**src/rtl/fetch_controller.sv**
```systemverilog
// Instruction-fetch sequencer: PC control, imem request/response handshake, redirect arbitration and flushes.
// Latency: redirect/flush/PC strobes are combinational; one request in flight, response accepted 1+ cycles after imem_ready.
// Backpressure: imem_req holds until imem_ready; stall_id parks the response in a 1-entry hold state; redirect beats stall.
module fetch_controller #(
    parameter logic [31:0] TRAP_ADDR = 32'h0000_0100,
    parameter int          CNT_W     = 16
) (
    input  logic             clock,
    input  logic             reset_n,
    input  logic [31:0]      pc_current,
    output logic             pc_enable,
    output logic             pc_src,
    output logic [31:0]      pc_target,
    output logic             imem_req,
    output logic [31:0]      imem_addr,
    input  logic             imem_ready,
    input  logic             imem_valid,
    input  logic             stall_id,
    output logic             if_valid,
    input  logic             trap,
    input  logic             ex_redirect,
    input  logic [31:0]      ex_target,
    input  logic             id_redirect,
    input  logic [31:0]      id_target,
    output logic             flush_ifid,
    output logic             flush_idex,
    output logic [CNT_W-1:0] redirect_count
);

    localparam logic [1:0] BOOT  = 2'd0;
    localparam logic [1:0] FETCH = 2'd1;
    localparam logic [1:0] WAIT  = 2'd2;
    localparam logic [1:0] HOLD  = 2'd3;

    logic [1:0]  state, state_nxt;
    logic        pend_vld, pend_vld_nxt;
    logic [1:0]  pend_prio, pend_prio_nxt;
    logic [31:0] pend_tgt, pend_tgt_nxt;

    // Request priority: 3 = trap, 2 = EX, 1 = ID, 0 = none.
    logic [1:0]  req_prio;
    logic [31:0] req_tgt;
    logic        accept;

    always_comb begin
        req_prio = 2'd0;
        req_tgt  = 32'h0;
        if (trap) begin
            req_prio = 2'd3;
            req_tgt  = TRAP_ADDR;
        end else if (ex_redirect) begin
            req_prio = 2'd2;
            req_tgt  = ex_target;
        end else if (id_redirect) begin
            req_prio = 2'd1;
            req_tgt  = id_target;
        end
        req_tgt[1:0] = 2'b00;
    end

    // A lower-priority request arriving behind a pending one is ignored outright.
    assign accept     = (state != BOOT) && (req_prio != 2'd0) &&
                        (!pend_vld || (req_prio >= pend_prio));
    assign flush_ifid = accept;
    assign flush_idex = accept && (req_prio >= 2'd2);
    assign imem_addr  = imem_req ? pc_current : 32'h0;

    always_comb begin
        state_nxt     = state;
        pend_vld_nxt  = pend_vld;
        pend_prio_nxt = pend_prio;
        pend_tgt_nxt  = pend_tgt;
        pc_enable     = 1'b0;
        pc_src        = 1'b0;
        pc_target     = 32'h0;
        imem_req      = 1'b0;
        if_valid      = 1'b0;
        case (state)
            BOOT: state_nxt = FETCH;
            FETCH: begin
                if (accept) begin
                    pc_enable = 1'b1;
                    pc_src    = 1'b1;
                    pc_target = req_tgt;
                end else begin
                    imem_req = 1'b1;
                    if (imem_ready) state_nxt = WAIT;
                end
            end
            WAIT: begin
                if (imem_valid) begin
                    pend_vld_nxt  = 1'b0;
                    pend_prio_nxt = 2'd0;
                    pend_tgt_nxt  = 32'h0;
                    if (accept) begin
                        pc_enable = 1'b1;
                        pc_src    = 1'b1;
                        pc_target = req_tgt;
                        state_nxt = FETCH;
                    end else if (pend_vld) begin
                        pc_enable = 1'b1;
                        pc_src    = 1'b1;
                        pc_target = pend_tgt;
                        state_nxt = FETCH;
                    end else if (!stall_id) begin
                        if_valid  = 1'b1;
                        pc_enable = 1'b1;
                        state_nxt = FETCH;
                    end else begin
                        state_nxt = HOLD;
                    end
                end else if (accept) begin
                    pend_vld_nxt  = 1'b1;
                    pend_prio_nxt = req_prio;
                    pend_tgt_nxt  = req_tgt;
                end
            end
            HOLD: begin
                if (accept) begin
                    pc_enable = 1'b1;
                    pc_src    = 1'b1;
                    pc_target = req_tgt;
                    state_nxt = FETCH;
                end else if (!stall_id) begin
                    if_valid  = 1'b1;
                    pc_enable = 1'b1;
                    state_nxt = FETCH;
                end
            end
            default: state_nxt = BOOT;
        endcase
    end

    always_ff @(posedge clock or negedge reset_n) begin
        if (!reset_n) begin
            state          <= BOOT;
            pend_vld       <= 1'b0;
            pend_prio      <= 2'd0;
            pend_tgt       <= 32'h0;
            redirect_count <= '0;
        end else begin
            state     <= state_nxt;
            pend_vld  <= pend_vld_nxt;
            pend_prio <= pend_prio_nxt;
            pend_tgt  <= pend_tgt_nxt;
            if (accept) redirect_count <= redirect_count + CNT_W'(1);
        end
    end

endmodule

```
**config.mk**
```make
export PLATFORM = sky130hd
export DESIGN_NAME = fetch_controller
export DESIGN_NICKNAME = d
export VERILOG_FILES = /design/src/rtl/fetch_controller.sv
export SDC_FILE = /design/constraint.sdc
export NUM_CORES = 1
export LEC_CHECK = 0
export CORE_MARGIN = 2
export CORE_UTILIZATION = 35
export DETAILED_ROUTE_END_ITERATION = 10
export PLACE_DENSITY = 0.78
export REMOVE_ABC_BUFFERS = 1
export SLEW_MARGIN = 30
export SYNTH_ARGS = -nofsm -noshare
export SYNTH_HDL_FRONTEND = slang
export SYNTH_SLANG_ARGS = --single-unit
```
**constraint.sdc**
```tcl
create_clock -name clock -period 2.2 [get_ports clock]
set_clock_uncertainty 0.05 [all_clocks]
set_input_delay 0.22 -clock clock [delete_from_list [all_inputs] [get_ports clock]]
set_output_delay 0.22 -clock clock [all_outputs]
set_load 0.03 [all_outputs]
```
Word level (Yosys, flattened, before mapping):

Index checks and enable logic that the tools add are counted.
Widths: inputs -> output; s select.

* register bits after elaboration: 53
* latch bits: 0
* RAM bits: 0
* memory bits (read-only): 0
* output and inout port bits: 86
* logic and storage cells: 72
* memories: 0

* $add $sub $neg: 1
* $mul: 0
* div/mod/pow operators: 0
* order comparisons: 2
* equality and inequality tests: 7
* shift-type cells: 0
* mux-type cells: 45
* bitwise gates (word level): 0
* reductions and logical operators: 12

Operators with widths (number)
* $mux 32: 10
* $pmux 32 s2: 1
* $mux 2: 12
* $mux 1: 18
* $add 16x1->16 const B: 1
* $pmux 2 s4: 1
* $ne 2x2->1 const B: 3
* $reduce_bool 2->1: 3
* $eq 2x2->1 const B: 2
* $pmux 1 s2: 2
* $reduce_and 4->1: 1
* $logic_and 1x1->1: 3
* $ne 3x3->1 const B: 1
* $pmux 1 s3: 1
* $eq 2x1->1 const B: 1
* $ge 2x2->1: 1
* $ge 2x2->1 const B: 1
* $logic_not 2->1: 1
* $reduce_and 2->1: 1
* $reduce_or 2->1: 1
* $logic_not 1->1: 1
* $logic_or 1x1->1: 1

Longest topological paths before layout:

* word-level depth: 9
* mapped depth: 12

Worst setup path before layout:

No wires, ideal clock.

* path type: input port to output port
* from: input id_redirect
* to: output pc_target[10]
* data arrival time: 2.366 ns
* required time: 1.930 ns
* slack: -0.436 ns
* stages: 12
* path buffers: 3
* path through: nor2b_1 clkbuf_1 nor2_1 ha_1 nor2b_1 o21ai_1 nand2_2 inv_2 buf_6 buf_2 a22oi_1 nor2_1

* word-level cells in the longest chain between the ends: 9
* elaborated cells between the ends (all ways): 15

Ends and longest elaborated chain
* start, declared: line 23 `input logic id_redirect,`
* $mux 1 *: line 54 `end else if (id_redirect) begin`
* $mux 2 *: line 51 `end else if (ex_redirect) begin`
* $mux 2 *: line 48 `if (trap) begin`
* $ge 2x2->1 / $reduce_bool 2->1 (equally long branches): line 63, 62
* $logic_or 1x1->1 / $logic_and 1x1->1 (equally long branches): line 63, 62
* $logic_and 1x1->1 *: line 62 `assign accept = (state != BOOT) && (req_prio != 2'd0) &&`
* net flush_ifid: line 25 `output logic flush_ifid,`
* $mux 32: line 95 `if (accept) begin`
* $mux 32: line 91 `if (imem_valid) begin`
* $pmux 32 s2 *: line 78 `case (state)`
* end, declared: line 13 `output logic [31:0] pc_target,`

Mark *: on every way through the listed nets, which the timed path passes. The rest lies on a longest branch.

Final worst setup path:

* from: register pend_prio[0]
* to: output pc_target[22]

* word-level cells in the longest chain between the ends: 6
* elaborated cells between the ends (all ways): 7

Ends and longest elaborated chain
* start, declared: line 37 `logic [1:0] pend_prio, pend_prio_nxt;`
* start signal, assigned: line 144 `pend_prio <= pend_prio_nxt;`
* $ge 2x2->1 *: line 63 `(!pend_vld || (req_prio >= pend_prio));`
* $logic_or 1x1->1 *: line 63
* $logic_and 1x1->1 *: line 62
* $mux 32: line 95
* $mux 32: line 91
* $pmux 32 s2 *: line 78

Every way passes the cells marked *; elsewhere a longest branch is shown, timed or not.

==> results by stage <==
Synth:
- In the post-synthesis netlist, the biggest area contributors are sky130_fd_sc_hd__dfrtp_1, sky130_fd_sc_hd__a22oi_1, sky130_fd_sc_hd__a22o_1.
- The post-synth design cell area is 3281 um2.
- The post-synthesis cell count is roughly 370.
- Summing the sequential cell areas from Yosys gives 38.90% of the chip area.
- The count of warnings emitted by yosys is 0.
- The predominant post-synthesis flop cell is sky130_fd_sc_hd__dfrtp_1.
- The number of distinct standard cells referenced by the synthesized netlist is 40.
- The fraction of post-synthesis cell area in the top cell type by area is 38.90%.
- The synthesized design contains 0 enable-type register cells.
- The synthesized area per cell is 8.772 um2.
- In the synthesized netlist the async set-or-reset flop fraction comes to 100.0%.
- The top cell type by total area after synthesis is sky130_fd_sc_hd__dfrtp_1.
- The flop and latch count out of synthesis is 51.

Finish:
- In the final layout, the multi-input gates occupy 2012 um2.
- The area used by sequential logic in the layout is about 1300 um2.
- The post-route standard cell area excluding fillers is 5794 um2.
- The final-stage net count is between 600 and 700.
- The number of antenna cells inserted is 0.
- The share of post-route cells with drive strength above 1 is 28.92%.
- The area growth from synthesis to layout is 76.62%.
- The final-layout fill cell count is 752.
- The leading cell type in the layout, fill and taps excluded is sky130_fd_sc_hd__clkdlybuf4s50_1.
- Leaving out fill and tap cells, the most frequent cells in the layout are sky130_fd_sc_hd__clkdlybuf4s50_1, sky130_fd_sc_hd__buf_4, sky130_fd_sc_hd__nor2_1, sky130_fd_sc_hd__dfrtp_1, sky130_fd_sc_hd__a22oi_1.

Critical path:
- The endpoint required time on the critical path is 1.93 ns.
- In this design, the critical path's most frequently occurring cell is sky130_fd_sc_hd__buf_6.
- Data arrives at the worst endpoint at around 2.2 ns.
- The start-to-end type of the worst setup path is flop to primary output.
- The critical-path maximum fanout is 7.
- STA classifies the critical path endpoint as a primary output.
- The signal on the critical path passes through ha_4 > nor2b_4 > o21ai_2 > buf_6 > a21oi_4 > buf_6 > a22oi_2 > nor2_1 > buf_4.
- For this run, the slowest stage of the critical path takes approximately 0.43 ns.
- The worst setup path is launched from a flop.
- The kind of cell with the highest combined delay along the critical path is buffers and inverters.
- The largest individual stage delay along the critical path comes from the cell sky130_fd_sc_hd__dfrtp_1.
- The number of buffer and inverter instances along the worst setup path is 3.

Placement:
- The placed wire-length estimate is roughly 8500 um.
- The congestion estimate from routability-driven global placement came to 0.8365.
- In this run the tool buffered the top-level ports with 183 buffer cells.
- After detailed placement, the total cell area comes to ~5300 um2.
- Before CTS, the worst setup slack after placement is -0.5898 ns.

Global routing:
- The number of global-route vias before repair came to around 3700.
- The total overflow left after global routing is 0.
- Entering global routing, the biggest net connects 35 pins.
- The first global-routing pass estimated around 19000 um of wire.
- The number of antenna violations at the first check in global routing is 0.
- The total track usage is ~23%.

Power:
- Net switching is 46.56% of the power.
- Cell internal power was estimated by the tool at approximately 3.5 mW.
- The switching power is 3.085 mW.
- The static power due to leakage is 2.730 nW.
- The share of total power dissipated in the clock network is 7.6%.
- Sequential cells account for 23.5% of the total power.
- IR analysis of the VDD net gives a maximum drop of 0.5758 mV.
- The power per cell area is 1143 nW/um2.
- The part of the total power dissipated in combinational logic is 68.9%.

Drt:
- For this block, the initial DRC count from the detailed router was 184.
- The number of nets still failing antenna checks after routing is 0.
- Dividing the detail-routed wire length by the instance count gives 17.84 um.
- Across all layers, the routed design uses 3743 vias.
- For this block, the routed nets add up to 12220 um of wire.
- The average via count per standard cell is about 5.5.
- The number of detailed-route iterations in the first pass is 4.
- After detailed routing, the number of remaining DRC violations is 0.

Min path:
- The tightest min-delay check is of the primary input to async pin type.

Clocking:
- The H-tree was split into 2 levels.
- The clock network latency to the later pin of the worst-skew pair is 0.30 ns.
- TritonCTS created 5 clock buffers.
- The number of clock sinks is 51.
- The clock root buffer is sky130_fd_sc_hd__clkbuf_8.
- The buffer levels on the longest clock path is 2.
- The clock input transition at the sequential cells of the worst setup and hold paths is 0.09 ns.
- The clock tree from TritonCTS is done.

Timing:
- The shortest period the worst path allows is around 2.5 ns.
- The relative max-transition margin is 61.07%.
- The share of the cycle needed by the critical path after routing is 112.8%.
- At the pin with the least slew margin, the transition time is 0.5840 ns.
- The final hold violation count is 0.
- The count of final max-slew check failures is 0.
- Setup repair after global routing could not meet its margin everywhere.
- Setup violations remaining at the end of the flow were counted as 66.
- The achievable frequency is a little over 0.4 GHz.
- Setup slack on the critical path of the routed design comes to -0.2809 ns.

Die:
- The die covers just over 10000 um2.
- 190 I/O pins were placed.
- The effective utilization at floorplan is 35.84%.
- The core region is a little over 9000 um2.
- The floorplan step set the die width to around 100 um.
- The initialized floorplan defines 35 standard-cell rows.
- The vertical die dimension is ~100 um.

Status:
- The checks that failed: negative setup slack.
- The flow ran to the end, but the final reports show violations.

Job:
- Across the run, the number of max-cap violations was 0.
## cell families (layout without fill, tap and decap cells)
kind of cell / after synthesis / in the layout / synth area share, %
adders and majority gates: 8 / 8 / 3.051
DFF: 51 / 51 / 38.90
other: 1 / 2 / 0.1143
muxes: 1 / 1 / 0.3432
AOI/OAI and AO/OA: 111 / 111 / 26.20
and+or+nand+nor: 140 / 140 / 20.63
xor gates and xnor gates: 15 / 15 / 4.005
buffers and inverters: 47 / 246 / 6.750
## cell usage after synthesis (5+ instances only)
cell type and instances:
sky130_fd_sc_hd__xnor2_1 6, sky130_fd_sc_hd__a22o_1 31, sky130_fd_sc_hd__and3_1 39, sky130_fd_sc_hd__nor2_1 65, sky130_fd_sc_hd__xor2_1 9, sky130_fd_sc_hd__ha_1 8
sky130_fd_sc_hd__buf_2 9, sky130_fd_sc_hd__dfrtp_1 51, sky130_fd_sc_hd__buf_4 5, sky130_fd_sc_hd__inv_1 8, sky130_fd_sc_hd__a22oi_1 60, sky130_fd_sc_hd__clkbuf_1 22
sky130_fd_sc_hd__nand2_1 14
## worst paths after layout
check | endpoint | startpoint | slack (ns) | cells past startpoint
setup / recovery | pc_target[22] | pend_prio[0] | -0.28 | 9
hold / removal | pend_tgt[25] | reset_n | 0.40 | 2
setup reg to reg | redirect_count[5] | pend_prio[0] | 0.10 | 9
hold reg to reg | redirect_count[15] | redirect_count[15] | 0.43 | 1
max in group asynchronous | state[0] | reset_n | 1.14 | 3
min in group clock | pend_prio[0] | trap | 0.41 | 4
## metrics by stage
step / std cells / TNS, ns / total power, mW / hold WS, ns / utilization, %
after floorplan: 337 / -153.60 / 3.647 / -0.1256 / -
after global placement: 666 / -46.40 / 5.451 / 0.1987 / 57.66
after detailed placement: 666 / -53.55 / 5.532 / 0.1995 / 57.66
after CTS: 681 / -8.794 / 6.355 / 0.4127 / 61.16
after global routing: 685 / -14.50 / 7.006 / 0.4221 / 63.31
final: 685 / -9.126 / 6.625 / 0.3991 / 63.31
## power by group through the flow
stage                     clock [mW]  combinational, mW  sequential (mW)
after floorplan                    0               2.06             1.59
after global placement             0               3.94             1.52
after detailed placement           0               4.01             1.52
after CTS                      0.514               4.33             1.52
after global routing           0.556               4.86             1.59
final                          0.502               4.57             1.56
## timing repair
| action | CTS | global route |
|---|---|---|
| setup endpoints to repair | 111 | 69 |
| hold buffers | 1 | 0 |
| cloned | 4 | 1 |
| endpoints found under the hold margin | 24 | 0 |
| gates resized for setup | 50 | 34 |
| buffers inserted | 4 | 3 |
| pin swaps | 7 | 41 |
## registers in the layout, summed over array words and instances, names as in the netlist
signal	cells
pend_prio	2
pend_vld	1
redirect_count	16
state	2
pend_tgt	30
## worst register-to-register path: stages (launching register included)
cell	delay (ns)
sky130_fd_sc_hd__dfrtp_1	0.43
sky130_fd_sc_hd__ha_4	0.29
sky130_fd_sc_hd__nor2b_4	0.04
sky130_fd_sc_hd__buf_4	0.13
sky130_fd_sc_hd__o21a_1	0.22
sky130_fd_sc_hd__buf_4	0.15
sky130_fd_sc_hd__nor3_1	0.19
sky130_fd_sc_hd__buf_4	0.17
sky130_fd_sc_hd__and4_1	0.20
sky130_fd_sc_hd__xor2_1	0.15
## area by class of cell
| type | count | area share [%] |
|---|---|---|
| inverter | 9 | 0.6694 |
| multi-input combinational | 277 | 34.72 |
| sequential | 51 | 22.03 |
| clock buffer | 5 | 1.188 |
| tap | 111 | 2.397 |
| clock inverter | 1 | 0.1296 |
| timing repair buffer | 231 | 38.87 |
## per-layer routing
metal	track usage [%]	up-vias	share of wire, %
met1	29.34	1849	42
met5	0	-	0
li1	-	1759	-
met3	4.646	24	4.1
met4	8.219	0	2.6
met2	38.26	111	51
Note: power is estimated with default switching activity, not from simulation.
